<file path="config.mk">
export PLATFORM = sky130hd
export DESIGN_NAME = lcd_sequencer
export DESIGN_NICKNAME = d
export VERILOG_FILES = /design/src/rtl/lcd_sequencer.sv
export SDC_FILE = /design/constraint.sdc
export NUM_CORES = 1
export LEC_CHECK = 0
export ABC_AREA = 1
export CAP_MARGIN = 20
export CORE_AREA = 5 5 110 86
export DETAILED_ROUTE_END_ITERATION = 10
export DIE_AREA = 0 0 115 91
export MAX_ROUTING_LAYER = met4
export PLACE_DENSITY = 0.61
export RECOVER_POWER = 50
export SKIP_LAST_GASP = 1
export SYNTH_ARGS = -nofsm -noshare
export SYNTH_HDL_FRONTEND = slang
export SYNTH_SLANG_ARGS = --single-unit
</file>
<file path="constraint.sdc">
create_clock -name CLK -period 1.89 [get_ports CLK]
set_input_delay 0.567 -clock CLK [delete_from_list [all_inputs] [get_ports CLK]]
set_output_delay 0.567 -clock CLK [all_outputs]
set_load 0.005 [all_outputs]
</file>
<file path="src/rtl/lcd_sequencer.sv">
// +----------------------------------------------------------------------------+
// | lcd_sequencer: HD44780 4-bit init and byte writer for a nibble engine      |
// | Rev 1.0                                                                    |
// +----------------------------------------------------------------------------+
`default_nettype none

module lcd_sequencer #(
  parameter int CLK_FREQ       = 50000000,
  parameter int POWERON_CYCLES = 750000,
  parameter int INIT1_DELAY    = 205000,
  parameter int INIT2_DELAY    = 5000,
  parameter int CMD_DELAY      = 2000,
  parameter int CLEAR_DELAY    = 82000,
  parameter int NIBBLE_DELAY   = 50
) (
  input  logic        CLK,
  input  logic        RST_N,
  input  logic        wr_valid,
  input  logic [7:0]  wr_data,
  input  logic        wr_rs,
  output logic        wr_ready,
  output logic        init_done,
  output logic        sendCommand,
  output logic [3:0]  command,
  output logic        command_rs,
  output logic [20:0] commandDelay,
  input  logic        commandDone
);

  // CLK_FREQ only documents the timing; it gates nothing beyond this width pick.
  localparam int c_cnt_w = ($clog2(POWERON_CYCLES + 1) > 20 && CLK_FREQ > 0) ?
                           $clog2(POWERON_CYCLES + 1) : 20;

  localparam logic [20:0] c_init1 = 21'(INIT1_DELAY);
  localparam logic [20:0] c_init2 = 21'(INIT2_DELAY);
  localparam logic [20:0] c_cmd   = 21'(CMD_DELAY);
  localparam logic [20:0] c_clear = 21'(CLEAR_DELAY);
  localparam logic [20:0] c_nib   = 21'(NIBBLE_DELAY);

  typedef enum logic [2:0] {
    PWR_WAIT  = 3'd0,
    ISSUE     = 3'd1,
    WAIT_DONE = 3'd2,
    GAP       = 3'd3,
    IDLE      = 3'd4
  } state_t;

  state_t               r_state;
  logic [c_cnt_w-1:0]   r_cnt;
  logic [3:0]           r_step;
  logic                 r_client;
  logic [7:0]           r_byte;
  logic                 r_rs;

  logic [3:0]           w_nibble;
  logic [20:0]          w_delay;
  logic                 w_rs;
  logic                 w_slow_cmd;

  // Clear and home need the long settle time; only as instructions.
  assign w_slow_cmd = !r_rs && (r_byte == 8'h01 || r_byte == 8'h02 || r_byte == 8'h03);

  always_comb begin
    w_nibble = 4'h0;
    w_delay  = c_cmd;
    w_rs     = 1'b0;
    if (r_client) begin
      w_rs = r_rs;
      if (r_step == 4'd0) begin
        w_nibble = r_byte[7:4];
        w_delay  = c_nib;
      end else begin
        w_nibble = r_byte[3:0];
        w_delay  = w_slow_cmd ? c_clear : c_cmd;
      end
    end else begin
      case (r_step)
        4'd0:    begin w_nibble = 4'h3; w_delay = c_init1; end
        4'd1:    begin w_nibble = 4'h3; w_delay = c_init2; end
        4'd2:    begin w_nibble = 4'h3; w_delay = c_cmd;   end
        4'd3:    begin w_nibble = 4'h2; w_delay = c_cmd;   end
        4'd4:    begin w_nibble = 4'h2; w_delay = c_nib;   end
        4'd5:    begin w_nibble = 4'h8; w_delay = c_cmd;   end
        4'd6:    begin w_nibble = 4'h0; w_delay = c_nib;   end
        4'd7:    begin w_nibble = 4'h8; w_delay = c_cmd;   end
        4'd8:    begin w_nibble = 4'h0; w_delay = c_nib;   end
        4'd9:    begin w_nibble = 4'h1; w_delay = c_clear; end
        4'd10:   begin w_nibble = 4'h0; w_delay = c_nib;   end
        4'd11:   begin w_nibble = 4'h6; w_delay = c_cmd;   end
        4'd12:   begin w_nibble = 4'h0; w_delay = c_nib;   end
        4'd13:   begin w_nibble = 4'hC; w_delay = c_cmd;   end
        default: begin w_nibble = 4'h0; w_delay = c_cmd;   end
      endcase
    end
  end

  always_ff @(posedge CLK or negedge RST_N) begin
    if (!RST_N) begin
      r_state      <= PWR_WAIT;
      r_cnt        <= '0;
      r_step       <= 4'd0;
      r_client     <= 1'b0;
      r_byte       <= 8'h00;
      r_rs         <= 1'b0;
      wr_ready     <= 1'b0;
      init_done    <= 1'b0;
      sendCommand  <= 1'b0;
      command      <= 4'h0;
      command_rs   <= 1'b0;
      commandDelay <= 21'd0;
    end else begin
      sendCommand <= 1'b0;
      case (r_state)
        PWR_WAIT: begin
          if (r_cnt == c_cnt_w'(POWERON_CYCLES - 1)) begin
            r_state  <= ISSUE;
            r_step   <= 4'd0;
            r_client <= 1'b0;
          end else begin
            r_cnt <= r_cnt + c_cnt_w'(1);
          end
        end
        ISSUE: begin
          sendCommand  <= 1'b1;
          command      <= w_nibble;
          command_rs   <= w_rs;
          commandDelay <= w_delay;
          r_state      <= WAIT_DONE;
        end
        WAIT_DONE: begin
          if (commandDone) begin
            if (r_client ? (r_step == 4'd1) : (r_step == 4'd13)) begin
              r_state   <= IDLE;
              wr_ready  <= 1'b1;
              init_done <= 1'b1;
            end else begin
              r_step  <= r_step + 4'd1;
              r_state <= GAP;
            end
          end
        end
        // One spare cycle so the engine has returned to idle before the next start.
        GAP: r_state <= ISSUE;
        IDLE: begin
          if (wr_valid && wr_ready) begin
            r_byte   <= wr_data;
            r_rs     <= wr_rs;
            r_client <= 1'b1;
            r_step   <= 4'd0;
            wr_ready <= 1'b0;
            r_state  <= ISSUE;
          end
        end
        default: r_state <= PWR_WAIT;
      endcase
    end
  end

endmodule

`default_nettype wire

</file>
---- Word-level counts from Yosys, hierarchy flattened ----
Memory sizes are Yosys's and may differ from the RTL's.
Index checks and enable logic that the tools add are counted.
word-level totals
  flip-flop bits (word level) ............. 66
  bits in read-only memories .............. 288
  input port bits ......................... 13
  output and inout port bits .............. 29
  logic and storage cells ................. 73
  memories kept ........................... 1
operators by class
  $add $sub $neg .......................... 2
  eq/ne operators ......................... 15
  muxes and demuxes ....................... 25
  bitwise operators ....................... 1
  reductions and logical operators ........ 17
memories
  name              depth  bits a word  read ports  clocked after memory_dff  write ports  RTL line  text
  (name not given)  16     18           1           0                         0            77        case (r_step)
operators by type and width
  operator               count
  $mux 17                2
  $mux 4                 6
  $mux 21                1
  $add 20x1->20 const B  1
  $eq 20x20->1 const B   1
  $eq 8x2->1 const B     2
  $pmux 3 s5             1
  $mux 3                 4
  $pmux 4 s3             1
  $ne 2x2->1 const B     5
  $reduce_and 3->1       3
  $eq 8x1->1 const B     1
  $mux 1                 8
  $eq 3x2->1 const B     2
  $reduce_and 5->1       1
  $add 4x1->4 const B    1
  $eq 4x1->1 const B     1
  $eq 4x4->1 const B     1
  $logic_not 4->1        1
  $pmux 1 s2             2
  $reduce_and 2->1       2
  $reduce_and 4->1       1
  $reduce_bool 2->1      2
  $eq 3x1->1 const B     1
  7 further kinds        9

---- Depth between registers and ports, before layout ----
  word-level depth ........................ 7
  depth in mapped cells ................... 11
  depth with buffers taken out ............ 11

---- Worst setup path after synthesis ----
No wires, ideal clock.
  path kind ............................... reg2reg
  start point ............................. reg r_cnt[0]
  end point ............................... reg r_cnt[2]
  library setup time ...................... 120 ps
  arrival time ............................ 1,407 ps
  data required time ...................... 1,770 ps
  path slack .............................. 362 ps
  stages on the path, launching flop included .. 10
  path buffers ............................ 1
  period minus slack after synthesis ...... 1,528 ps
  cell sequence ........................... dfrtp_1 > ha_1 > nand3_1 > nor2_1 > nand3_2 > nand2_4 > inv_2 > buf_6 > nand3b_1 > nand2_1
on the way
  word-level cells in the longest chain between the ends .. 3
  elaborated cells on any way between the ends .. 4
  classes of those cells .................. add/sub: 1; eq/ne: 1; bitwise: 1; reduce/logical: 1
RTL lines
  item                                                                   RTL line  text
  start, declared                                                        49        logic [c_cnt_w-1:0] r_cnt;
  start signal, assigned                                                 120       r_cnt <= r_cnt + c_cnt_w'(1);
  parallel branches: the longest is 3 deep, another holds $add 20x1->20  -
Parallel ways; which one is timed is not known.
A chain may end at the register's enable or synchronous reset.

==> results.md <==
* Inserted Clock Buffers at 5
* FFs w/ async S/R, synth at 100%
* Clock buffer depth at 2
* Die ar. at 10500 µm²
* H-tree depth at 2
* DRT Wirelength at 7.46 mm
* Starting Density at 38.9%
* Final Hold Vio Count at 0
* Share of layout cells above drive strength 1 at 7.17%
* TritonRoute pass-1 iters at 4
* Hold Path End: init_done$_DFFE_PN0P_
* RR Endpoint: r_step[2]$_DFFE_PN0P_
* R2R setup slack at 170 ps
* Clock-pin slew on the worst setup and hold paths at 100 ps
* Die Y at 91 µm
* Worst path cell trace: clkdlybuf4s50_1
* Pwr per Cell Area at 1160 nW/µm²
* Leakage power at 1.81 nW
* RD Place Congestion at 0.910
* Hold buffers post-CTS at 0
* Postcts setup bufs at 0
* Crit path launch type: flip-flop
* Worst slew margin at 8.14%
* Library cells used by synthesis at 34
* Overall Global Routing Usage at 15.3%
* Initial antenna violation count at 0
* HP Class: reg2reg
* DR iter-0 viols at 179
* #FFs+latches synth at 56
* Final WS setup at 109 ps
* Syn-to-layout area delta at 16.9%
* Mapped Cells at 431
* Setup TNS at 0 ps
* DR WL/cell at 12.8 µm
* Port Buf Inserts at 34
* DP Worst Slack at 83.8 ps
* Layout net count at 493
* CTS tree: done
* Slew Limit Fails at 0
* Post-Synthesis Cell Area at 3220 µm²
* # clock sinks at 56
* Setup-failing EPs final at 0
* RSZ-0062 raised after global routing: no
* Largest net degree at the start of global routing at 57
* Worst Path Arrival at 1210 ps
* Clock Latency Late Sink at 310 ps
* Worst path bufs/invs at 1
* CP delay by family, top: buffers and inverters
* Fin crit period at 1780 ps
* Core Region at 8270 µm²
* Period utilization at 94.2%
* Post-synth EDFFs at 0
* Hold Path Depth at 2
* Most common cell in the netlist: nand2_1
* Fin Clk Skew at 6.50 ps
* Critical R2R Launch: r_cnt[1]$_DFFE_PN0P_
* Synth area leader: dfrtp_1
* Commonest cells in the netlist: nand2_1 (151), dfrtp_1 (56), nor2_1 (47)
* Yosys top cell area share at 43.5%
* First-pass GRT wire length at 12.8 mm
* Worst ir drop on vdd at 0.000591 V
* GRT overflow at 0
* HP Start: init_done$_DFFE_PN0P_
* Avg Inst Size Synth at 7.47 µm²
* Via density at 4.84
* Slowest CP cell: clkdlybuf4s50_1
* Register area share after synthesis at 43.5%
* Post-CTS Resized at 0
* Final core utilization at 45.5%
* Vias in the first global route at 2573
* R2R cell count at 9
* Max-cap viol count at 0
* Critical setup path kind: reg2out
* Clk root buf: clkbuf_8
* Post-DP HPWL at 5.60 mm
* Critical Path Max Stage Delay at 510 ps
* Max Freq at 562 MHz
* Via Count at 2819
* CP Capture Type: output port
* Drt drc at 0
* Critical Path RT at 1320 ps
* Primary FF master, synth: dfrtp_1
* Synth area leaders: dfrtp_1 (44%), nand2_1 (18%), nor2_1 (5.5%)
* Worst-margin pin slew at 1380 ps
* # rows at 29
* IO Pins at 42
* Antenna-violating nets left at 0
* YS warnings at 0
* Die Wd at 115 µm
* Inserted Diodes at 0
* Status: completed
* # fillers at 827
* Crit Path Max Fanout at 3
-- kinds of logic (layout without fill, tap and decap cells) --
| group | after synthesis | count (layout) | synth area share, % |
|---|---|---|---|
| AO/OA/AOI/OAI | 51 | 51 | 9.71 |
| other | 1 | 7 | 0.116 |
| flip-flops | 56 | 56 | 43.5 |
| buffers and inverters | 63 | 100 | 9.67 |
| AND/OR/NAND/NOR | 242 | 242 | 31.3 |
| XOR/XNOR | 11 | 11 | 2.99 |
| adder cells (fa/ha/maj) | 7 | 7 | 2.72 |
-- layout make-up --
type                            count  area [µm²]  share of cell area [%]
Tap cell                          108         135                    3.59
Clock inverter                      2        35.0                   0.931
Inverter                           44         165                    4.39
Timing Repair Buffer               48         427                    11.3
Multi-Input combinational cell    318        1530                    40.6
Clock buffer                        6        72.6                    1.93
Sequential cell                    56        1400                    37.2
-- registers in the layout (all words and copies together) (netlist names) --
register / flops
r_cnt: 20
commandDelay: 11
r_byte: 8
command: 4
r_step: 4
r_state: 3
command_rs: 1
init_done: 1
r_client: 1
r_rs: 1
sendCommand: 1
wr_ready: 1
-- metal layers --
metal / up-vias / GRT usage [%] / part of all wire, %
li1: 1429 / - / -
met1: 1308 / 24.1 / 54
met2: 74 / 19.5 / 39
met3: 8 / 3.26 / 5.7
met4: 0 / 4.01 / 1.0
met5: - / - / 0
-- metrics by stage --
step           power [W]  cell area, µm²  instances  hold slack (ps)
4_1_cts          0.00441            3790        582              249
5_1_grt          0.00471            3760        582              510
2_1_floorplan    0.00296            3240        437              271
6_report         0.00435            3760        582              485
3_3_place_gp     0.00356            3680        574              450
3_5_place_dp     0.00361            3680        574              454
-- cell usage in the layout (no fill, tap or decap) --
| cell | instances |
|---|---|
| nand2_1 | 151 |
| dfrtp_1 | 56 |
| nor2_1 | 48 |
| inv_1 | 39 |
| clkdlybuf4s50_1 | 33 |
| o21ai_0 | 26 |
| nand3_1 | 20 |
| buf_4 | 10 |
| nand4_1 | 8 |
| xor2_1 | 7 |
| ha_1 | 7 |
| conb_1 | 7 |
| a21oi_1 | 6 |
| inv_2 | 5 |
| nand3b_1 | 5 |
| o21ai_2 | 5 |
| clkbuf_8 | 5 |
| nor3_1 | 4 |
| xnor2_1 | 4 |
| clkbuf_1 | 4 |
| o22a_1 | 3 |
| o21ai_1 | 3 |
| nand3_2 | 2 |
| a2bb2oi_1 | 2 |
| nor2_2 | 1 |
| o31ai_1 | 1 |
| nand2_4 | 1 |
| or2_1 | 1 |
| a21o_1 | 1 |
| a32o_1 | 1 |
| or2_2 | 1 |
| a22o_1 | 1 |
| o2111ai_1 | 1 |
| o21a_1 | 1 |
| bufinv_16 | 1 |
| clkinv_2 | 1 |
| buf_2 | 1 |
| clkbuf_2 | 1 |
-- power by group --
| part | switching, W | total [W] | internal, W |
|---|---|---|---|
| combinational | 0.00112 | 0.00186 | 0.000739 |
| sequential | 0.000200 | 0.00169 | 0.00149 |
| clock | 0.000402 | 0.000796 | 0.000394 |
| total | 0.00172 | 0.00435 | 0.00263 |
-- how the worst max path moves through the flow --
stage                     slack (ps)  depth (start not counted)                endpoint                   startpoint
final                            110                          1         commandDelay[8]  commandDelay[9]$_DFFE_PN0P_
after global routing               6                          8  r_state[1]$_DFFE_PN0P_         r_cnt[1]$_DFFE_PN0P_
after CTS                         90                          1         commandDelay[8]  commandDelay[9]$_DFFE_PN0P_
after detailed placement          80                          8   r_step[2]$_DFFE_PN0P_                     wr_valid
after global placement           120                          8   r_step[2]$_DFFE_PN0P_                     wr_valid
after floorplan                  360                          9    r_cnt[2]$_DFFE_PN0P_         r_cnt[0]$_DFFE_PN0P_
-- worst min-delay path: stages (launching register included) --
cell	delay [ps]
dfrtp_1	370
inv_1	40
nand2_1	50
Power figures use the tool's default switching activity.
